### src/rtl/muldiv_seq.sv
// muldiv_seq: iterative radix-2 multiply/divide unit producing HI/LO.
// One shift-add (multiply) or restoring-subtract (divide) step per clock,
// WIDTH steps per operation. Signed operations run on magnitudes and the
// signs are applied when the last step completes.
// Optional feature macro: MULDIV_ZERO_BYPASS_EN (b==0 finishes after one step).
module muldiv_seq #(
    parameter int WIDTH = 32
) (
    input  logic             clk,
    input  logic             rst_n,
    input  logic             start,
    input  logic [1:0]       op,
    input  logic [WIDTH-1:0] a,
    input  logic [WIDTH-1:0] b,
    input  logic             flush,
    output logic             busy,
    output logic             done,
    output logic [WIDTH-1:0] hi,
    output logic [WIDTH-1:0] lo,
    output logic             div_by_zero
);

    localparam int CNT_W = $clog2(WIDTH) + 1;

    typedef enum logic {IDLE, CALC} state_t;

    state_t             state_q, state_d;
    logic [CNT_W-1:0]   cnt_q, cnt_d;
    logic               is_div_q, is_div_d;
    logic               neg_res_q, neg_res_d;
    logic               neg_rem_q, neg_rem_d;
    logic               zero_q, zero_d;
    logic [WIDTH-1:0]   a_raw_q, a_raw_d;
    logic [WIDTH-1:0]   md_q, md_d;
    logic [WIDTH-1:0]   sr_q, sr_d;
    logic [WIDTH-1:0]   acc_q, acc_d;
    logic [WIDTH-1:0]   hi_q, hi_d;
    logic [WIDTH-1:0]   lo_q, lo_d;
    logic               done_q, done_d;
    logic               dbz_q, dbz_d;

    logic [WIDTH:0]     add_sum;
    logic [WIDTH:0]     rem_shift;
    logic [WIDTH:0]     rem_diff;
    logic [WIDTH-1:0]   step_acc;
    logic [WIDTH-1:0]   step_sr;
    logic [2*WIDTH-1:0] product;
    logic               a_neg, b_neg;
    logic [WIDTH-1:0]   mag_a, mag_b;

    // One iteration of the shared datapath: acc holds the running upper half
    // (multiply) or partial remainder (divide); sr holds multiplier/quotient bits.
    always_comb begin
        add_sum   = {1'b0, acc_q} + (sr_q[0] ? {1'b0, md_q} : '0);
        rem_shift = {acc_q, sr_q[WIDTH-1]};
        rem_diff  = rem_shift - {1'b0, md_q};
        step_acc  = '0;
        step_sr   = '0;
        if (is_div_q) begin
            if (!rem_diff[WIDTH]) begin
                step_acc = rem_diff[WIDTH-1:0];
                step_sr  = {sr_q[WIDTH-2:0], 1'b1};
            end else begin
                step_acc = rem_shift[WIDTH-1:0];
                step_sr  = {sr_q[WIDTH-2:0], 1'b0};
            end
        end else begin
            step_acc = add_sum[WIDTH:1];
            step_sr  = {add_sum[0], sr_q[WIDTH-1:1]};
        end
        product = {step_acc, step_sr};
        if (neg_res_q) begin
            product = -product;
        end
    end

    // Operand sign handling at request time: signed ops store magnitudes.
    always_comb begin
        a_neg = ~op[0] & a[WIDTH-1];
        b_neg = ~op[0] & b[WIDTH-1];
        mag_a = a_neg ? -a : a;
        mag_b = b_neg ? -b : b;
    end

    // Next-state and result logic: accept in IDLE, iterate in CALC, publish on the last step.
    always_comb begin
        state_d   = state_q;
        cnt_d     = cnt_q;
        is_div_d  = is_div_q;
        neg_res_d = neg_res_q;
        neg_rem_d = neg_rem_q;
        zero_d    = zero_q;
        a_raw_d   = a_raw_q;
        md_d      = md_q;
        sr_d      = sr_q;
        acc_d     = acc_q;
        hi_d      = hi_q;
        lo_d      = lo_q;
        done_d    = 1'b0;
        dbz_d     = dbz_q;
        case (state_q)
            IDLE: begin
                if (start && !flush) begin
                    state_d   = CALC;
                    is_div_d  = op[1];
                    zero_d    = (b == '0);
                    a_raw_d   = a;
                    md_d      = op[1] ? mag_b : mag_a;
                    sr_d      = op[1] ? mag_a : mag_b;
                    acc_d     = '0;
                    neg_res_d = a_neg ^ b_neg;
                    neg_rem_d = a_neg;
`ifdef MULDIV_ZERO_BYPASS_EN
                    cnt_d     = (b == '0) ? CNT_W'(1) : CNT_W'(WIDTH);
`else
                    cnt_d     = CNT_W'(WIDTH);
`endif
                end
            end
            CALC: begin
                if (flush) begin
                    state_d = IDLE;
                    cnt_d   = '0;
                end else begin
                    acc_d = step_acc;
                    sr_d  = step_sr;
                    cnt_d = cnt_q - CNT_W'(1);
                    if (cnt_q == CNT_W'(1)) begin
                        state_d = IDLE;
                        done_d  = 1'b1;
                        dbz_d   = is_div_q & zero_q;
                        if (is_div_q) begin
                            if (zero_q) begin
                                hi_d = a_raw_q;
                                lo_d = '1;
                            end else begin
                                hi_d = neg_rem_q ? -step_acc : step_acc;
                                lo_d = neg_res_q ? -step_sr : step_sr;
                            end
                        end else begin
                            hi_d = product[2*WIDTH-1:WIDTH];
                            lo_d = product[WIDTH-1:0];
                        end
                    end
                end
            end
            default: begin
                state_d = IDLE;
            end
        endcase
    end

    // State and datapath registers; reset discards any operation in flight.
    always_ff @(posedge clk or negedge rst_n) begin
        if (!rst_n) begin
            state_q   <= IDLE;
            cnt_q     <= '0;
            is_div_q  <= 1'b0;
            neg_res_q <= 1'b0;
            neg_rem_q <= 1'b0;
            zero_q    <= 1'b0;
            a_raw_q   <= '0;
            md_q      <= '0;
            sr_q      <= '0;
            acc_q     <= '0;
            hi_q      <= '0;
            lo_q      <= '0;
            done_q    <= 1'b0;
            dbz_q     <= 1'b0;
        end else begin
            state_q   <= state_d;
            cnt_q     <= cnt_d;
            is_div_q  <= is_div_d;
            neg_res_q <= neg_res_d;
            neg_rem_q <= neg_rem_d;
            zero_q    <= zero_d;
            a_raw_q   <= a_raw_d;
            md_q      <= md_d;
            sr_q      <= sr_d;
            acc_q     <= acc_d;
            hi_q      <= hi_d;
            lo_q      <= lo_d;
            done_q    <= done_d;
            dbz_q     <= dbz_d;
        end
    end

    assign busy        = (state_q == CALC);
    assign done        = done_q;
    assign hi          = hi_q;
    assign lo          = lo_q;
    assign div_by_zero = dbz_q;

endmodule

### config.mk
export PLATFORM = sky130hd
export DESIGN_NAME = muldiv_seq
export DESIGN_NICKNAME = d
export VERILOG_FILES = /design/src/rtl/muldiv_seq.sv
export SDC_FILE = /design/constraint.sdc
export NUM_CORES = 1
export LEC_CHECK = 0
export ABC_CLOCK_PERIOD_IN_PS = 5580
export CAP_MARGIN = 20
export CORE_MARGIN = 5
export CORE_UTILIZATION = 56
export CTS_BUF_LIST = sky130_fd_sc_hd__clkbuf_8
export CTS_CLUSTER_DIAMETER = 100
export CTS_CLUSTER_SIZE = 16
export DETAILED_ROUTE_END_ITERATION = 8
export GPL_TIMING_DRIVEN = 0
export PLACE_DENSITY = 0.8
export REMOVE_ABC_BUFFERS = 1
export SLEW_MARGIN = 20
export SYNTH_ARGS = -nofsm -noshare
export SYNTH_HDL_FRONTEND = slang
export SYNTH_SLANG_ARGS = --single-unit
### constraint.sdc
create_clock -name clk -period 5.58 [get_ports clk]
set_clock_uncertainty 0.05 [all_clocks]
set_input_delay 0.558 -clock clk [delete_from_list [all_inputs] [get_ports clk]]
set_output_delay 0.558 -clock clk [all_outputs]
set_load 0.02 [all_outputs]
-- Word level (Yosys, flattened, before mapping)
Cells that the tools add are included.
- add/subtract/negate cells: 8
- equal/unequal tests: 3
- mux-type cells: 32
- bitwise logic cells: 7
- reduce and logical (&&, ||, !) cells: 6
- operators with widths (cell ; number):
    32-bit 2-to-1 mux ; 18
    32-bit negation ; 4
    32-bit case mux with 2 select lines ; 2
    64-bit 2-to-1 mux ; 1
    64-bit negation ; 1
    32-bit by 32-bit adder with 33-bit output ; 1
    33-bit by 32-bit subtractor with 33-bit output ; 1
    32-bit zero test ; 1
    6-bit 2-to-1 mux ; 2
    6-bit case mux with 2 select lines ; 1
    1-bit 2-to-1 mux ; 7
    6-bit by 1-bit == test with 1-bit output (second input constant) ; 1
    6-bit by 1-bit subtractor with 6-bit output (second input constant) ; 1
    2-bit != test (second input constant) ; 2
    2-bit AND reduction ; 2
    1-bit AND ; 3
    1-bit inverter ; 3
    3-bit AND reduction ; 1
    1-bit case mux with 2 select lines ; 1
    1-bit logical AND ; 1
    1-bit zero test ; 1
    1-bit bitwise XOR ; 1
- register bits: 205
- output and inout port bits: 67

-- Longest topological paths before layout
- word-level depth: 7
- mapped depth: 24

-- Least setup slack after synthesis
Ideal clock, no wire load.
- path type: register to register
- start point: register sr_q[31]
- end point: register hi_q[28] (netlist: hi[28])
- arrival: 5377 ps
- setup slack: 21 ps
- cell stages (with the launch flop): 25
- buffers on the path: 2
- period minus slack after synthesis: 5559 ps
- cell sequence: dfrtp_1 > inv_1 > ha_1 > fa_1 > nand2b_1 > a21oi_2 > o31ai_4 > o21ai_4 > a31oi_2 > buf_2 > buf_2 > a31oi_1 > ha_1 > o21ai_0 > nor2_1 > nand3_1 > or3_1 > or2_2 > or3_1 > nor3_1 > nand4bb_1 > o41ai_2 > xnor2_1 > a221oi_1 > o21ai_1
- longest elaborated chain between the ends: 7
- elaborated cells on any way between the ends: 11
- ends and longest elaborated chain (item ; line ; RTL):
    from (decl) ; 35 ; logic [WIDTH-1:0] sr_q, sr_d;
    from (signal assigned) ; 179 ; sr_q <= sr_d;
    33-bit by 32-bit subtractor with 33-bit output ; 56 ; rem_diff = rem_shift - {1'b0, md_q};
    32-bit 2-to-1 mux ; 60 ; if (!rem_diff[WIDTH]) begin
    32-bit 2-to-1 mux ; 59 ; if (is_div_q) begin
    32-bit negation ; 137 ; hi_d = neg_rem_q ? -step_acc : step_acc;
    32-bit 2-to-1 mux ; 137 ;
    32-bit 2-to-1 mux ; 133 ; if (zero_q) begin
    32-bit 2-to-1 mux (*) ; 132 ; if (is_div_q) begin
    to (signal assigned) ; 181 ; hi_q <= hi_d;
    to (decl) ; 37 ; logic [WIDTH-1:0] hi_q, hi_d;
Every way passes the cells marked *; elsewhere a longest branch is shown, timed or not.
A chain may end at the register's enable or synchronous reset.

-- Final worst setup path
- start point: register md_q[2]
- end point: register hi_q[28] (netlist: hi[28])
- longest elaborated chain between the ends: 7
- elaborated cells on any way between the ends: 13
- ends and longest elaborated chain (item ; line ; RTL):
    from (decl) ; 34 ; logic [WIDTH-1:0] md_q, md_d;
    from (signal assigned) ; 178 ; md_q <= md_d;
    33-bit by 32-bit subtractor with 33-bit output / 32-bit 2-to-1 mux (equally long branches) ; 56, 54 ;
    32-bit 2-to-1 mux / 32-bit by 32-bit adder with 33-bit output (equally long branches) ; 60, 54 ;
    32-bit 2-to-1 mux ; 59 ;
    32-bit negation ; 137 ;
    32-bit 2-to-1 mux ; 137 ;
    32-bit 2-to-1 mux ; 133 ;
    32-bit 2-to-1 mux (*) ; 132 ;
Marked as above.

==> results list <==
- Result of the run: complete, but fails checks
* Failing checks: negative setup slack
* Flops & latches, synth: 205
- Counting flops with an async set or reset pin after synthesis yields a share of 1.00.
- For this run the aggregate overflow at the end of global routing stands at 0.
* Sequential-to-total area share from yosys stat: 0.289
- The setup path with the least slack is of type reg2reg.
- Number of global-route vias before repair: 16900
- The worst hold path belongs to the class reg2reg.
- Remaining antenna violation count: 0
- A synthesized cell averages 7.87 µm².
- Number of antenna violations at the first check in global routing: 2
* Port Buffer Count: 136
* Pin count of the biggest net entering global routing: 95
- Fin crit period: 5.59 ns
* Number of cell rows: 65
- In the final layout, the share of cells above drive strength 1 is 0.0853.
- Summed over all instances, the cell type with the most area after synthesis is sky130_fd_sc_hd__dfrtp_1.
- Worst voltage drop across the vdd grid: 0.326 mV
- Of the available clock period, the critical path in the final layout requires 1.00.
- For the worst-skew pair, the clock arrives at the later sink with an insertion delay of 0.55 ns.
- Routed wire length: 61500 µm
* Pwr dens: 446 mW/mm²
- After detailed placement, the total cell area comes to 0.0195 mm².
- Final Instance Area: 0.0203 mm²
- The wire-length estimate of the detail-placed layout is 44700 µm.
- Library cells used by synthesis: 93
* Core Footprint: 0.0314 mm²
- At the placement stage, the worst setup path has a slack of -2.16 ns.
* Syn Inst Count: 2252
* Die height: 188 µm
- In this run the cell area of the synthesized design comes to 0.0177 mm².
* 1st-pass router iterations: 7
- GP Congestion: 0.987
* Share of the synthesized area in the top cell type: 0.289
* Critical Path Sink Type: flop
- Setup repair after global routing could not meet its margin everywhere.
- Average routed wire per standard cell: 22.6 µm
- In the layout the commonest cells are sky130_fd_sc_hd__nand2_1, sky130_fd_sc_hd__o21ai_0, sky130_fd_sc_hd__dfrtp_1.
- Relative max-transition margin: 0.230
- Maximum number of buffers from clock root to sink: 3
- Setup-violating endpoint count in the final report: 1
* Number of buffers created by CTS: 17
- The first routing iteration left 1902 violations.
* Arrival time at the worst endpoint: 5.95 ns
* Total Die Area: 0.0353 mm²
* Starting density of the core: 0.565
* Vias: 17800
* Clock edge transition at the registers on the reported setup and hold paths: 0.12 ns
- Number of levels in the clock H-tree: 1
- TritonCTS built the clock tree.
* Maximum net fanout on the critical path: 5
* Required arrival time at the worst endpoint: 5.94 ns
* Dominant cells by area after synthesis: sky130_fd_sc_hd__dfrtp_1, sky130_fd_sc_hd__o21ai_0, sky130_fd_sc_hd__nand2_1
* Number of enable flip-flop cells after synthesis: 0
- The final hold violation count came to 0.
- ANT cells: 0
- Pins Over Slew Limit: 0
- Layout area overhead: 14.3%
- For this run, design rule violations remaining after detail routing come to 0.
* Horizontal die dimension: 188 µm
* Boundary pin count: 137
* Synth Flop Type: sky130_fd_sc_hd__dfrtp_1
- Clock root buffer: sky130_fd_sc_hd__clkbuf_8
- Dividing the detail-routed via count by the number of cells gives 6.53.
* Number of nets in the final layout: 2458
- Max-cap violations in this run came to 0.
- Total of warnings raised by yosys: 0
* Actual transition at the worst max-transition pin: 1.16 ns
* Final hold slack: 0.438 ns
- Layout filler cell count: 2705
- Based on the critical path, the design can be clocked at up to 179 MHz.
- For this design, the sink count on the clock tree is 205.
* Most frequent standard cell in the layout excluding fill and tap cells: sky130_fd_sc_hd__nand2_1
- Minimum setup slack in the final design: -0.00608 ns
- In this run the static leakage power is 8.33 nW.
- First-pass GRT wire length: 95800 µm
* Overall routing resource usage: 0.335
- Post-Route Utilization: 0.645
* Category of the worst setup path launch point: flop
==> sequential cells by signal (all words and copies together) (netlist names), 6 cells and up <==
register	flops
hi	32
acc_q	32
sr_q	32
cnt_q	6
md_q	32
a_raw_q	32
lo	32
==> Yosys cell counts, types with 20 or more instances <==
cell,number
sky130_fd_sc_hd__xnor2_1,96
sky130_fd_sc_hd__nand3_1,46
sky130_fd_sc_hd__nor3_1,45
sky130_fd_sc_hd__buf_2,22
sky130_fd_sc_hd__nand2_1,262
sky130_fd_sc_hd__clkbuf_1,98
sky130_fd_sc_hd__and2_1,43
sky130_fd_sc_hd__nor2_1,188
sky130_fd_sc_hd__o22a_1,30
sky130_fd_sc_hd__mux2_2,33
sky130_fd_sc_hd__ha_1,70
sky130_fd_sc_hd__xor2_1,90
sky130_fd_sc_hd__a211oi_1,32
sky130_fd_sc_hd__dfrtp_1,205
sky130_fd_sc_hd__and3_1,26
sky130_fd_sc_hd__inv_1,68
sky130_fd_sc_hd__nand4_1,23
sky130_fd_sc_hd__o21ai_0,233
sky130_fd_sc_hd__a21o_1,30
sky130_fd_sc_hd__a22o_1,23
sky130_fd_sc_hd__nor4_1,20
sky130_fd_sc_hd__nand2b_1,26
sky130_fd_sc_hd__mux2i_1,49
sky130_fd_sc_hd__a21oi_1,176
sky130_fd_sc_hd__a31oi_1,27
sky130_fd_sc_hd__o31ai_1,33
==> cells by family after synthesis <==
kind of cell	synth area share
adders and majority gates	0.0517
and+or+nand+nor	0.202
AOI/OAI and AO/OA	0.271
buffers and inverters	0.0450
xor gates and xnor gates	0.0919
muxes	0.0486
DFF	0.289
==> worst paths after layout <==
| check | from | end | slack, ns | cells past startpoint |
|---|---|---|---|---|
| min | a_raw_q[30]$_DFFE_PN0P_ | a_raw_q[30]$_DFFE_PN0P_ | 0.44 | 2 |
| max | md_q[2]$_DFFE_PN0P_ | hi[28]$_DFFE_PN0P_ | -0.006 | 21 |
| min in group asynchronous | rst_n | acc_q[27]$_DFFE_PN0P_ | 0.47 | 2 |
| min reg2reg | a_raw_q[30]$_DFFE_PN0P_ | a_raw_q[30]$_DFFE_PN0P_ | 0.44 | 2 |
| max in group asynchronous | rst_n | md_q[7]$_DFFE_PN0P_ | 3.84 | 4 |
| max reg2reg | md_q[2]$_DFFE_PN0P_ | hi[28]$_DFFE_PN0P_ | -0.006 | 21 |
==> metal layers <==
layer,up-vias,wire (µm),GRT usage
met2,906,27700,0.537
met3,141,5920,0.0599
li1,8292,-,-
met5,-,13,0
met1,8441,25500,0.461
met4,2,2270,0.109
==> area by class of cell <==
type	count	area, µm²	share of cell area
clock buffer	18	248	0.0122
clock inverter	5	31.3	0.00154
inverter	69	260	0.0128
multi-input combinational	1845	12100	0.599
sequential	205	5160	0.255
tap	402	503	0.0248
timing repair buffer	178	1930	0.0955
==> per-stage QoR <==
stage | cells | power, mW | setup TNS, ns
2_1_floorplan | 2118 | 5.95 | -28.30
3_3_place_gp | 2656 | 7.60 | -1355.07
3_5_place_dp | 2671 | 7.72 | -32.93
4_1_cts | 2704 | 8.73 | -0.0944
5_1_grt | 2722 | 9.62 | -0.125
6_report | 2722 | 9.04 | -0.00608
==> power by group <==
group | internal [mW] | leakage [nW] | switching, mW | total [mW]
logic | 2.32 | 5.59 | 3.47 | 5.79
clock network | 0.303 | 0.156 | 0.541 | 0.844
registers | 1.90 | 2.58 | 0.510 | 2.41
==> worst max-delay path, stage by stage (launching register included) <==
cell                        delay, ns
sky130_fd_sc_hd__dfrtp_1         0.49
sky130_fd_sc_hd__inv_1           0.08
sky130_fd_sc_hd__ha_1            0.41
sky130_fd_sc_hd__nand2b_4        0.13
sky130_fd_sc_hd__a21oi_4         0.07
sky130_fd_sc_hd__o31ai_4         0.38
sky130_fd_sc_hd__o21ai_4         0.15
sky130_fd_sc_hd__a211o_4         0.45
sky130_fd_sc_hd__a31oi_4         0.35
sky130_fd_sc_hd__ha_4            0.20
sky130_fd_sc_hd__o21ai_4         0.08
sky130_fd_sc_hd__nor2_2          0.13
sky130_fd_sc_hd__nand3_2         0.11
sky130_fd_sc_hd__or3_4           0.38
sky130_fd_sc_hd__or2_4           0.25
sky130_fd_sc_hd__or3_4           0.43
sky130_fd_sc_hd__nor3_4          0.29
sky130_fd_sc_hd__nand4bb_1       0.21
sky130_fd_sc_hd__o41ai_4         0.32
sky130_fd_sc_hd__xnor2_1         0.12
sky130_fd_sc_hd__a221oi_1        0.24
sky130_fd_sc_hd__o21ai_1         0.10
==> what timing repair did <==
action | CTS | global route
endpoints found under the setup margin | 36 | 22
resized for setup | 30 | 42
gates cloned | 1 | 1
buffers inserted | 8 | 17
hold endpoints to repair | 56 | 0
pin swaps | 9 | 19
hold buffers | 1 | 0
(Power assumes the default switching activity.)
